File: src/rtl/spi_flash_responder.sv
// spi_flash_responder
//   SPI mode-0 slave that answers an SPI master as a serial NOR flash, backed
//   by a 1-cycle-latency byte RAM port. SCK/SS_N/MOSI are oversampled on CLK
//   (CLK must be at least 8x the SCK frequency).
//
//   Opcodes: 0x03 READ, 0x05 RDSR, 0x9F JEDEC-ID.
//   Optional feature macro SPI_FLASH_RESP_PROGRAM_EN adds 0x06 WREN,
//   0x04 WRDI and 0x02 PAGE PROGRAM (requires MEM_AW >= 9).
//
// Ports
//   CLK        in   fabric clock
//   RESET      in   synchronous, active-high reset
//   SCK        in   SPI clock, idle low
//   SS_N       in   chip select, active low
//   MOSI       in   serial data from master
//   MISO       out  serial data to master
//   MISO_OE    out  MISO output enable (synchronized SS_N low)
//   MEM_ADDR   out  RAM byte address
//   MEM_RD     out  RAM read strobe, MEM_RDATA valid 1 CLK later
//   MEM_RDATA  in   RAM read data
//   MEM_WE     out  1-CLK RAM write strobe
//   MEM_WDATA  out  RAM write data
//   BUSY       out  high while synchronized SS_N is low
//   CMD_ERR    out  1-CLK pulse on an unsupported opcode
//
// state  | meaning
// -------+---------------------------------------------------------
// IDLE   | SS_N high, nothing in progress
// CMD    | shifting in the opcode byte
// ADDR   | shifting in the 3 address bytes (READ or PROGRAM)
// READ   | streaming RAM bytes out, prefetching one byte ahead
// STAT   | returning the status register every byte
// JEDEC  | returning the 3 ID bytes, then zeros
// PROG   | each complete data byte becomes one RAM write
// DONE   | WREN/WRDI accepted, MISO held low until SS_N high
// IGNORE | unsupported or refused command, MISO held low
module spi_flash_responder #(
  parameter int          MEM_AW   = 13,
  parameter logic [23:0] JEDEC_ID = 24'h20BA18
) (
  input  logic              CLK,
  input  logic              RESET,
  input  logic              SCK,
  input  logic              SS_N,
  input  logic              MOSI,
  output logic              MISO,
  output logic              MISO_OE,
  output logic [MEM_AW-1:0] MEM_ADDR,
  output logic              MEM_RD,
  input  logic [7:0]        MEM_RDATA,
  output logic              MEM_WE,
  output logic [7:0]        MEM_WDATA,
  output logic              BUSY,
  output logic              CMD_ERR
);

  typedef enum logic [3:0] {
    S_IDLE, S_CMD, S_ADDR, S_READ, S_STAT, S_JEDEC, S_PROG, S_DONE, S_IGNORE
  } state_t;

  state_t state, state_nxt;

  logic [1:0] sck_sync, ss_sync, mosi_sync;
  logic       sck_prev;
  logic       sck_s, ss_n_s, mosi_s;
  logic       sck_rise, sck_fall;

  logic [2:0]        bit_cnt;
  logic [1:0]        byte_cnt;
  logic [6:0]        rx;
  logic [7:0]        rx_next;
  logic              byte_done;
  logic [MEM_AW-2:0] addr_sr;
  logic [MEM_AW-1:0] addr_full;
  logic [7:0]        tx;
  logic [7:0]        pf;
  logic              rd_q;
  logic              is_prog;
  logic              cmd_err_nxt;
  logic              wel;
  logic [7:0]        jedec_byte;

  // ---------------------------------------------------------------
  // Input synchronizers; SS_N flops reset high so no false select.
  // ---------------------------------------------------------------
  always_ff @(posedge CLK) begin
    if (RESET) begin
      sck_sync  <= 2'b00;
      ss_sync   <= 2'b11;
      mosi_sync <= 2'b00;
      sck_prev  <= 1'b0;
    end else begin
      sck_sync  <= {sck_sync[0], SCK};
      ss_sync   <= {ss_sync[0], SS_N};
      mosi_sync <= {mosi_sync[0], MOSI};
      sck_prev  <= sck_sync[1];
    end
  end

  assign sck_s    = sck_sync[1];
  assign ss_n_s   = ss_sync[1];
  assign mosi_s   = mosi_sync[1];
  assign sck_rise = sck_s & ~sck_prev;
  assign sck_fall = ~sck_s & sck_prev;

  assign rx_next   = {rx, mosi_s};
  assign byte_done = sck_rise && (bit_cnt == 3'd7);
  assign addr_full = {addr_sr, mosi_s};

  assign MISO    = tx[7];
  assign MISO_OE = ~ss_n_s;
  assign BUSY    = ~ss_n_s;

  always_comb begin
    case (byte_cnt)
      2'd0:    jedec_byte = JEDEC_ID[23:16];
      2'd1:    jedec_byte = JEDEC_ID[15:8];
      2'd2:    jedec_byte = JEDEC_ID[7:0];
      default: jedec_byte = 8'h00;
    endcase
  end

  // ---------------------------------------------------------------
  // State register and next-state decode
  // ---------------------------------------------------------------
  always_ff @(posedge CLK) begin
    if (RESET) state <= S_IDLE;
    else       state <= state_nxt;
  end

  always_comb begin
    state_nxt   = state;
    cmd_err_nxt = 1'b0;
    if (ss_n_s) begin
      state_nxt = S_IDLE;
    end else begin
      case (state)
        S_IDLE: state_nxt = S_CMD;
        S_CMD: begin
          if (byte_done) begin
            case (rx_next)
              8'h03: state_nxt = S_ADDR;
              8'h05: state_nxt = S_STAT;
              8'h9F: state_nxt = S_JEDEC;
`ifdef SPI_FLASH_RESP_PROGRAM_EN
              8'h02: state_nxt = wel ? S_ADDR : S_IGNORE;
              8'h06: state_nxt = S_DONE;
              8'h04: state_nxt = S_DONE;
`endif
              default: begin
                cmd_err_nxt = 1'b1;
                state_nxt   = S_IGNORE;
              end
            endcase
          end
        end
        S_ADDR: begin
          if (byte_done && (byte_cnt == 2'd2))
            state_nxt = is_prog ? S_PROG : S_READ;
        end
        default: state_nxt = state;
      endcase
    end
  end

  // ---------------------------------------------------------------
  // Shifters, counters and RAM read side
  // ---------------------------------------------------------------
  always_ff @(posedge CLK) begin
    if (RESET) begin
      bit_cnt  <= 3'd0;
      byte_cnt <= 2'd0;
      rx       <= 7'd0;
      addr_sr  <= '0;
      tx       <= 8'h00;
      pf       <= 8'h00;
      rd_q     <= 1'b0;
      is_prog  <= 1'b0;
      MEM_RD   <= 1'b0;
      MEM_ADDR <= '0;
      CMD_ERR  <= 1'b0;
    end else begin
      MEM_RD  <= 1'b0;
      CMD_ERR <= cmd_err_nxt;
      rd_q    <= MEM_RD;
      if (rd_q) pf <= MEM_RDATA;

      if (ss_n_s) begin
        // deselect discards any partial byte
        bit_cnt  <= 3'd0;
        byte_cnt <= 2'd0;
        tx       <= 8'h00;
        is_prog  <= 1'b0;
      end else begin
        if (sck_rise) begin
          bit_cnt <= bit_cnt + 3'd1;
          rx      <= rx_next[6:0];
          if (state == S_CMD && byte_done)
            is_prog <= (rx_next == 8'h02);
          if (state == S_ADDR) begin
            addr_sr <= addr_full[MEM_AW-2:0];
            if (byte_done) begin
              byte_cnt <= byte_cnt + 2'd1;
              if (byte_cnt == 2'd2) begin
                MEM_ADDR <= addr_full;
                MEM_RD   <= ~is_prog;
              end
            end
          end
        end

        // bit_cnt==0 on a fall means the next byte starts: load it
        if (sck_fall) begin
          case (state)
            S_READ: begin
              if (bit_cnt == 3'd0) begin
                tx       <= pf;
                MEM_ADDR <= MEM_ADDR + MEM_AW'(1);
                MEM_RD   <= 1'b1;
              end else begin
                tx <= {tx[6:0], 1'b0};
              end
            end
            S_STAT: begin
              if (bit_cnt == 3'd0) tx <= {6'b0, wel, 1'b0};
              else                 tx <= {tx[6:0], 1'b0};
            end
            S_JEDEC: begin
              if (bit_cnt == 3'd0) begin
                tx <= jedec_byte;
                if (byte_cnt != 2'd3) byte_cnt <= byte_cnt + 2'd1;
              end else begin
                tx <= {tx[6:0], 1'b0};
              end
            end
            default: tx <= 8'h00;
          endcase
        end
      end

`ifdef SPI_FLASH_RESP_PROGRAM_EN
      // page wrap: only the low byte advances after each write
      if (MEM_WE) MEM_ADDR[7:0] <= MEM_ADDR[7:0] + 8'd1;
`endif
    end
  end

`ifdef SPI_FLASH_RESP_PROGRAM_EN
  logic ss_prev;
  logic ss_rise;

  assign ss_rise = ss_n_s & ~ss_prev;

  always_ff @(posedge CLK) begin
    if (RESET) begin
      ss_prev   <= 1'b1;
      wel       <= 1'b0;
      MEM_WE    <= 1'b0;
      MEM_WDATA <= 8'h00;
    end else begin
      ss_prev <= ss_n_s;
      MEM_WE  <= 1'b0;
      if (ss_rise && is_prog) wel <= 1'b0;
      if (!ss_n_s && state == S_CMD && byte_done) begin
        if (rx_next == 8'h06)      wel <= 1'b1;
        else if (rx_next == 8'h04) wel <= 1'b0;
      end
      if (!ss_n_s && state == S_PROG && byte_done) begin
        MEM_WE    <= 1'b1;
        MEM_WDATA <= rx_next;
      end
    end
  end
`else
  assign wel       = 1'b0;
  assign MEM_WE    = 1'b0;
  assign MEM_WDATA = 8'h00;
`endif

endmodule

File: config.mk
export PLATFORM = sky130hd
export DESIGN_NAME = spi_flash_responder
export DESIGN_NICKNAME = d
export VERILOG_FILES = /design/src/rtl/spi_flash_responder.sv
export SDC_FILE = /design/constraint.sdc
export NUM_CORES = 1
export LEC_CHECK = 0
export BUFFER_PORTS_ARGS = -buffer_cell sky130_fd_sc_hd__buf_2
export CELL_PAD_IN_SITES_DETAIL_PLACEMENT = 1
export CELL_PAD_IN_SITES_GLOBAL_PLACEMENT = 2
export CORE_MARGIN = 8
export CORE_UTILIZATION = 35
export DETAILED_ROUTE_END_ITERATION = 12
export PLACE_DENSITY = 0.76
export SLEW_MARGIN = 20
export SYNTH_ARGS = -nofsm -noshare
export SYNTH_HDL_FRONTEND = slang
export SYNTH_SLANG_ARGS = --single-unit
File: constraint.sdc
create_clock -name CLK -period 3.3 [get_ports CLK]
set_input_delay 0.33 -clock CLK [delete_from_list [all_inputs] [get_ports CLK]]
set_output_delay 0.33 -clock CLK [all_outputs]
set_load 0.005 [all_outputs]
; ---- After elaboration in Yosys (flattened, before gate mapping)
; Cells that the tools add are included.
[word_totals]
regBits = 68
out_inout_bits = 27
wordCells = 88
[classes]
add_sub_neg = 3
n_eq_ne = 15
mux = 32
bitwise = 8
reduce_logical = 14
[op_table]
columns = cell, n
row1 = 2-to-1 mux 13 bit, 7
row2 = case mux 8 bit (3 select lines), 2
row3 = 2-to-1 mux 8 bit, 3
row4 = case mux 4 bit (3 select lines), 2
row5 = "== test 8 x 2 -> 1 bit, second input constant", 2
row6 = 2-to-1 mux 2 bit, 7
row7 = "adder 13 x 1 -> 13 bit, second input constant", 1
row8 = "== test 4 x 2 -> 1 bit, second input constant", 2
row9 = "== test 4 x 3 -> 1 bit, second input constant", 2
row10 = "== test 8 x 3 -> 1 bit, second input constant", 1
row11 = "== test 8 bit, second input constant", 1
row12 = 2-to-1 mux 1 bit, 8
row13 = 2-to-1 mux 4 bit, 2
row14 = "inequality test 2 bit, second input constant", 3
row15 = inverter 1 bit, 6
row16 = AND reduction 3 bit, 2
row17 = "== test 4 x 1 -> 1 bit, second input constant", 1
row18 = zero test 4 bit, 1
row19 = AND reduction 2 bit, 2
row20 = OR reduction 4 bit, 1
row21 = "adder 3 x 1 -> 3 bit, second input constant", 1
row22 = "== test 3 bit, second input constant", 1
row23 = logical AND 1 bit, 3
row24 = zero test 3 bit, 1
row25 = 9 further kinds, 10

; ---- Longest topological paths before layout
; Gate-level depths: netlist (run 1).
[logic_depth]
ltp_word = 10
ltp_mapped = 7
ltp_nobuf = 6

; ---- Worst setup path before layout (run 1)
; Ideal clock, no wire load.
[synth_path]
path_kind = register to register
startpoint = register bit_cnt[0]
endpoint = register MEM_ADDR[7]
arrival_time_ns = 1.544
path_slack_ns = 1.661
path_stages_with_launch = 8
n_path_buf = 1
period_less_slack_ns = 1.639
cell_sequence = dfxtp_1 > inv_1 > ha_1 > nand4bb_1 > clkbuf_1 > nor3_2 > or4b_1 > o311ai_1
[synth_via]
elab_chain_len = 8
word_cells_on_any_way = 9
classes_between = eq/ne (1) / mux (6) / reduce/logical (2)
[synth_lines]
columns = element, line_no
row1 = start: declaration, 68  ; logic [2:0] bit_cnt;
row2 = start signal: assignment, 196  ; bit_cnt <= bit_cnt + 3'd1;
row3 = == test 3 bit, 107  ; assign byte_done = sck_rise && (bit_cnt == 3'd7);
row4 = logical AND 1 bit, 107
row5 = 2-to-1 mux 13 bit, 202  ; if (byte_done) begin
row6 = 2-to-1 mux 13 bit, 200  ; if (state == S_ADDR) begin
row7 = 2-to-1 mux 13 bit, 195  ; if (sck_rise) begin
row8 = 2-to-1 mux 13 bit, 216  ; if (bit_cnt == 3'd0) begin
row9 = 2-to-1 mux 13 bit, 214  ; case (state)
row10 = 2-to-1 mux 13 bit (*), 213  ; if (sck_fall) begin
row11 = end signal: assignment, 205  ; MEM_ADDR <= addr_full;
row12 = end signal: assignment, 218  ; MEM_ADDR <= MEM_ADDR + MEM_AW'(1);
row13 = end: declaration, 48  ; output logic [MEM_AW-1:0] MEM_ADDR,
; Every way passes the cells marked *; elsewhere a longest branch is shown, timed or not.
; A chain may end at the register's enable or synchronous reset.

; ---- Worst setup path after layout (run 1)
[layout_path]
startpoint = register state[0]
endpoint = register addr_sr[7]
[layout_via]
elab_chain_len = 2
[layout_lines]
columns = element, line_no
row1 = start: declaration, 61  ; state_t state, state_nxt;
row2 = start signal: assignment, 128  ; else state <= state_nxt;
row3 = == test 4 x 2 -> 1 bit, 200
row4 = AND reduction 3 bit (no line), --
row5 = end signal: assignment, 201  ; addr_sr <= addr_full[MEM_AW-2:0];
row6 = end: declaration, 73  ; logic [MEM_AW-2:0] addr_sr;
; No other way between the ends.

==> key figures, run 1 <==
Power
  – Leakage: roughly 0.0014 µW
  – Internal power: around 1400 µW
  – Net load switching power: between 300 and 400 µW
  – Clk pwr share: 48.6%
  – Sequential share of power: between 40% and 50%
  – Pwr per Cell Area: about 440 mW/mm²
  – VDD IR max: approximately 0.22 mV
  – Tot Pwr: around 1700 µW
  – Switching power share of the total: a little over a fifth
  – Gate power share: between 3 and 4%

Critical path
  – CP Buf/Inv Count: 0
  – Worst path required time: 3580 ps
  – Worst Path Max Fanout: 16
  – Arrival @ worst endpoint: 2420 ps
  – CP max stage cell: or4b_1
  – Critical path startpoint: state[0]
  – Crit-path leading delay family: simple AND/OR/NAND/NOR gates
  – Reg-to-reg startpoint: state[0]
  – Crit-path cells: or4b_1, nor3_4, nand2_1, a21oi_1
  – Crit path kind: reg -> reg
  – Crit. End Element: register
  – Crit-path max cell delay: 850 ps
  – CP startpoint kind: register

CTS
  – Post-CTS setup buffers: 0
  – Clk buf depth: 2
  – Clock Root Buffer: clkbuf_8
  – CTS tree: yes
  – Clk pin slew, worst setup/hold paths: around 80 ps
  – Clock sinks: 68
  – Clk Latency, worst-skew pair: between 300 and 400 ps
  – Cts bufs inserted: 9
  – Hold buffers post-CTS: 0
  – Clock H-tree levels: 3
  – CTS-repair resized insts: 0

Finish
  – Commonest non-fill, non-tap cell in the layout: dfxtp_1
  – Fill cells: between 1,000 and 1,500
  – Share of cells above drive strength 1: 14.2%
  – Fin nets: 447
  – Commonest cells after routing, fill and taps aside: 68 x dfxtp_1, 54 x nand2_1, 31 x a21oi_1
  – Layout area overhead: 11.5%
  – # diodes: 0

Route
  – Vias per cell: around 5.4
  – DRT Wirelength: between 9000 and 10,000 µm
  – Routed wire per std cell: between 15 and 20 µm
  – DRT iter0 DRCs: 120
  – Remaining DRCs: 0
  – ANT nets after route: 0
  – Via count: between 3,000 and 4,000
  – DRT Pass-1 Iters: 4

GRT
  – Gr usage total: between 10% and 20%
  – Vias in the first global route: approximately 3,100
  – First-pass GRT wire length: about 16,000 µm
  – Initial antenna violation count: 0
  – Congestion Overflow GR: 0
  – Largest net degree at the start of global routing: 33

Logic synthesis
  – Post-synthesis async set-or-reset flop share: 0%
  – #FFs+latches synth: 68
  – Synth top area share: approximately two fifths
  – Post-Syn Instances: between 400 and 500
  – Syn_area_per_cell: approximately 8.5 µm²
  – Leading post-synthesis cells by cell area: dfxtp_1 39%, nand2_1 5.8%, mux2i_1 4.6%
  – Yosys warnings: 0
  – Syn Std Cell Area: 0.00350 mm²
  – Unique masters post-synth: 70
  – Sequential share of the synthesized area: 38.9%
  – Top FF cell, synth: dfxtp_1
  – Number of synthesized flops with an enable pin: 0
  – Yosys top cell by area: dfxtp_1

Min path
  – HP Class: in -> reg
  – Min-delay src: SS_N

Die
  – DIE HEIGHT: 116 µm
  – I/O Pins: 40
  – Starting Density: 36.0%
  – Core area: around 0.0097 mm²
  – Die footprint: around 0.013 mm²
  – Core Rows: 36
  – Die W: ~120 µm

STA
  – Peak Freq: 0.466 GHz
  – PnR worst setup slack: approximately 1200 ps
  – Setup TNS: 0 ps
  – Count of final hold-check violations: 0
  – Clock Skew: 12.6 ps
  – Final setup viols: 0
  – Final Critical Period: ~2100 ps
  – Unrepaired setup endpoints after global routing: false
  – WHS: approximately 160 ps
  – Max Slew Vio Count: 0
  – Slew @ Worst Pin: 688 ps
  – Period Utilization, post-route: approximately 65%
  – Rel. slew slack: 54.1%

Placed design
  – RD Place Congestion: 0.786
  – Final HPWL DP: between 7000 and 8000 µm
  – Setup slack at placement: 1160 ps
  – PortBufs: 30

Run
  – MaxCap Viol Count: 0

Outcome
  – Status: complete, no violations
metal layers:
| layer | vias up | track usage [%] | wire length, µm |
|---|---|---|---|
| met3 | 13 | 2.76 | 446 |
| met1 | 1493 | 20.9 | 4760 |
| li1 | 1497 | - | - |
| met5 | - | 0 | 0 |
| met4 | 0 | 6.05 | 155 |
| met2 | 59 | 23.4 | 4360 |
synth_stat cells, drive strengths merged (2+ instances only):
cell / instances
and4bb: 2
nand2: 54
and3: 4
a22oi: 2
mux2i: 16
inv: 10
a21oi: 31
buf: 20
nand2b: 6
xnor2: 4
a211oi: 5
clkbuf: 17
or2: 4
clkinv: 2
o21a: 3
a221oi: 3
nor2b: 8
a21o: 3
nand4bb: 3
nor3: 8
o21ai: 17
or4b: 2
nor4: 5
o32ai: 2
and2: 2
a32oi: 3
nor4b: 3
nor3b: 5
dfxtp: 68
a211o: 3
o211ai: 3
nor2: 30
nand4: 7
nand3b: 3
or4: 2
o31ai: 9
o22ai: 3
a31oi: 4
nand3: 13
ha: 8
metrics by stage:
stage	cells	util, %	cell area, µm²
3_5_place_dp	548	37.7	3670
4_1_cts	563	40.2	3910
2_1_floorplan	420	-	3530
3_3_place_gp	548	37.7	3670
6_report	563	40.2	3910
5_1_grt	563	40.2	3910
state kept, by name, summed over array words and instances, names as in the netlist:
register,cells
bit_cnt,3
addr_sr,12
rd_q,1
state,4
is_prog,1
byte_cnt,2
ss_sync,2
MEM_ADDR,13
mosi_sync,2
CMD_ERR,1
pf,8
tx,8
sck_prev,1
sck_sync,2
rx,7
MEM_RD,1
path summary, 6_finish.rpt:
check	endpoint	slack, ps	depth (start not counted)
min reg2reg	ss_sync[1]	420	1
max reg2reg	addr_sr[7]	1160	4
min	ss_sync[0]	160	2
max	addr_sr[7]	1160	4
logic make-up (layout without fill, tap and decap cells):
kind of cell             after synthesis  in the layout  share of synthesized area, %
other                                  1              9                         0.107
AO/OA/AOI/OAI                        101            101                          19.3
XOR/XNOR                               4              4                          1.00
adder cells (fa/ha/maj)                8              8                          2.86
buffers and inverters                 49             59                          6.89
multiplexers                          16             16                          4.57
AND/OR/NAND/NOR                      165            165                          26.5
flip-flops                            68             68                          38.9
power groups by stage:
stage	Clock, µW	Sequential [µW]	Combinational (µW)
after floorplan	0	849	45.7
final	841	836	54.1
after global placement	0	854	53.7
after CTS	867	835	54.6
after global routing	895	837	60.7
after detailed placement	0	854	54.5
area by class of cell:
class | instances | area, µm² | share of cell area, %
multi-input combinational | 303 | 1930 | 49.4
sequential | 68 | 1360 | 34.8
tap | 133 | 166 | 4.26
timing repair buffer | 32 | 165 | 4.23
clock buffer | 11 | 141 | 3.62
clock inverter | 4 | 97.6 | 2.50
inverter | 12 | 45.0 | 1.15
worst register-to-register path, stage by stage (launching register included):
cell and delay [ps]:
dfxtp_1 490, or4b_1 850, nor3_4 480, nand2_1 130, a21oi_1 130
No activity file was read; power rests on OpenSTA's default activity.
==> run 2: changes to the inputs <==
--- a/config.mk
+++ b/config.mk
@@ -9,9 +9,9 @@
 export CELL_PAD_IN_SITES_DETAIL_PLACEMENT = 1
 export CELL_PAD_IN_SITES_GLOBAL_PLACEMENT = 2
 export CORE_MARGIN = 8
-export CORE_UTILIZATION = 35
+export CORE_UTILIZATION = 32
 export DETAILED_ROUTE_END_ITERATION = 12
-export PLACE_DENSITY = 0.76
+export PLACE_DENSITY = 0.73
 export SLEW_MARGIN = 20
 export SYNTH_ARGS = -nofsm -noshare
 export SYNTH_HDL_FRONTEND = slang
==> constraint.sdc (replaced) <==
create_clock -name CLK -period 1.75 [get_ports CLK]
set_input_delay 0.175 -clock CLK [delete_from_list [all_inputs] [get_ports CLK]]
set_output_delay 0.175 -clock CLK [all_outputs]
set_load 0.005 [all_outputs]
==> key figures, run 2 (synthesis results as in run 1) <==
Outcome
  – Status: complete, no violations

Critical path
  – Worst Path Max Fanout: 4 (-12)
  – Crit-path max cell delay: 330 ps (-520 ps)
  – Worst path required time: 2050 ps (-1530 ps)
  – Crit-path leading delay family: compound AO/OA/AOI/OAI gates
  – CP Buf/Inv Count: 1 (+1)
  – Reg-to-reg startpoint: bit_cnt[0]
  – Crit path kind: reg -> reg
  – CP max stage cell: dfxtp_2
  – Crit-path cells: ha_2, ha_4, and4b_2, a22oi_2, buf_4, o21ai_0, a31oi_1
  – Crit. End Element: register
  – CP startpoint kind: register
  – Arrival @ worst endpoint: 1980 ps (-440 ps)
  – Critical path startpoint: bit_cnt[0]

Finish
  – Layout area overhead: 23.6%
  – Design Area, Final: 0.00433 mm² (+11%)
  – Fin nets: 492 (+10%)
  – Largest register by flop count: MEM_ADDR
  – Largest register FFs: 13 (unchanged)
  – Commonest cells after routing, fill and taps aside: 63 x dfxtp_1, 52 x nand2_1, 42 x buf_4
  – # diodes: 0 (unchanged)
  – Commonest non-fill, non-tap cell in the layout: dfxtp_1
  – Share of cells above drive strength 1: 26.3% (+12 points)
  – Largest registers: MEM_ADDR x13, addr_sr x12

Die
  – Core area: 0.0107 mm² (+10%)
  – DIE HEIGHT: 121 µm (+4.0%)
  – Die W: 121 µm (+4.0%)
  – Starting Density: 32.6% (-3.4 points)
  – Die footprint: 0.0146 mm² (+8.1%)
  – I/O Pins: 40 (unchanged)
  – Core Rows: 38 (+5.6%)

CTS
  – Clock sinks: 68 (unchanged)
  – Cts bufs inserted: 9 (unchanged)
  – Clk Latency, worst-skew pair: 360 ps (about the same)
  – CTS tree: yes
  – Clock Root Buffer: clkbuf_8
  – Clk buf depth: 2 (unchanged)
  – Clock H-tree levels: 3 (unchanged)
  – Clk pin slew, worst setup/hold paths: 80 ps (about the same)

GRT
  – Gr usage total: 14.9% (-0.49 points)
  – Largest net degree at the start of global routing: 26 (-21%)
  – Congestion Overflow GR: 0 (unchanged)
  – First-pass GRT wire length: 17,300 µm (+5.8%)
  – Met3 usage: 3.03% (+0.27 points)
  – GR Layer Usage met1: 19.5% (-1.4 points)
  – Top Usage Layer GRT: met2
  – Met2 global-route usage: 23.0% (-0.36 points)
  – Vias in the first global route: 3,285 (+6.1%)
  – Initial antenna violation count: 0 (unchanged)

Route
  – DRT Pass-1 Iters: 4 (unchanged)
  – DRT Wirelength: 10,500 µm (+7.6%)
  – DRT iter0 DRCs: 160 (+33%)
  – Via count: 3,208 (+4.8%)
  – Routed wire per std cell: 17.0 µm (-1.7%)
  – Vias per cell: 5.21 (-4.2%)
  – Remaining DRCs: 0 (unchanged)
  – ANT nets after route: 0 (unchanged)

STA
  – Peak Freq: 0.595 GHz (+28%)
  – Period Utilization, post-route: 96.0% (+31 points)
  – Unrepaired setup endpoints after global routing: false
  – Final setup viols: 0 (unchanged)
  – Clock Skew: 11.9 ps (-0.703 ps)
  – Max Slew Vio Count: 0 (unchanged)
  – PnR worst setup slack: 69.4 ps (-1090 ps)
  – Final Critical Period: 1680 ps (-463 ps)
  – WHS: 25.9 ps (-138 ps)
  – Count of final hold-check violations: 0 (unchanged)

Power
  – Leakage: 0.00164 µW (+16%)
  – VDD IR max: 0.291 mV (+35%)
  – Pwr per Cell Area: 698 mW/mm² (+58%)

Placed design
  – RD Place Congestion: 0.857 (+8.9%)
  – Setup slack at placement: -93.8 ps (-1260 ps)
  – Final HPWL DP: 7830 µm (+11%)
  – PortBufs: 30 (unchanged)
  – Placement Cell Area: 0.00400 mm² (+9.1%)

Min path
  – Min-delay src: SCK
  – HP Class: in -> reg

Run
  – MaxCap Viol Count: 0 (unchanged)
==> run 2: final timing paths <==
kind / endpoint / slack (ps) / cells after the start
setup reg to reg: MEM_ADDR[0] / 70 / 7
hold / removal: sck_sync[0] / 30 / 2
setup / recovery: MEM_ADDR[0] / 70 / 7
hold reg to reg: ss_sync[1] / 420 / 1
==> run 2: what timing repair did <==
item                       in CTS  in global routing
hold endpoints to repair        1                  0
gates resized for setup         6                 21
buffers inserted                1                  3
hold buffers                    1                  0
setup endpoints to repair       8                 32
pin swaps                       1                  2
==> run 2: metal layers <==
metal	part of all wire, %	vias up
li1	-	1586
met1	48	1546
met2	45	58
met3	4.1	18
met4	1.9	0
met5	0	-
==> run 2: area by class of cell <==
class	instances	area, µm²
tap	140	175
inverter	12	45.0
timing repair buffer	77	538
sequential	68	1370
fill	1331	6410
multi-input combinational	303	2010
clock buffer	12	145
clock inverter	4	48.8
==> run 2: per-stage QoR <==
| step | std cells | setup TNS, ps | power, µW | util (%) |
|---|---|---|---|---|
| detailed placement | 595 | -348 | 1730 | 37.2 |
| finish | 616 | 0 | 3020 | 40.3 |
| CTS | 613 | 0 | 3070 | 39.5 |
| floorplan | 420 | 0 | 1690 | - |
| global placement | 595 | -97.2 | 1730 | 37.2 |
| global route | 616 | 0 | 3150 | 40.3 |
==> run 2: report_power, final <==
part	switching [µW]	total, µW	internal (µW)
logic	79.4	134	54.8
registers	11.3	1570	1560
clock network	627	1320	696
total	718	3020	2310
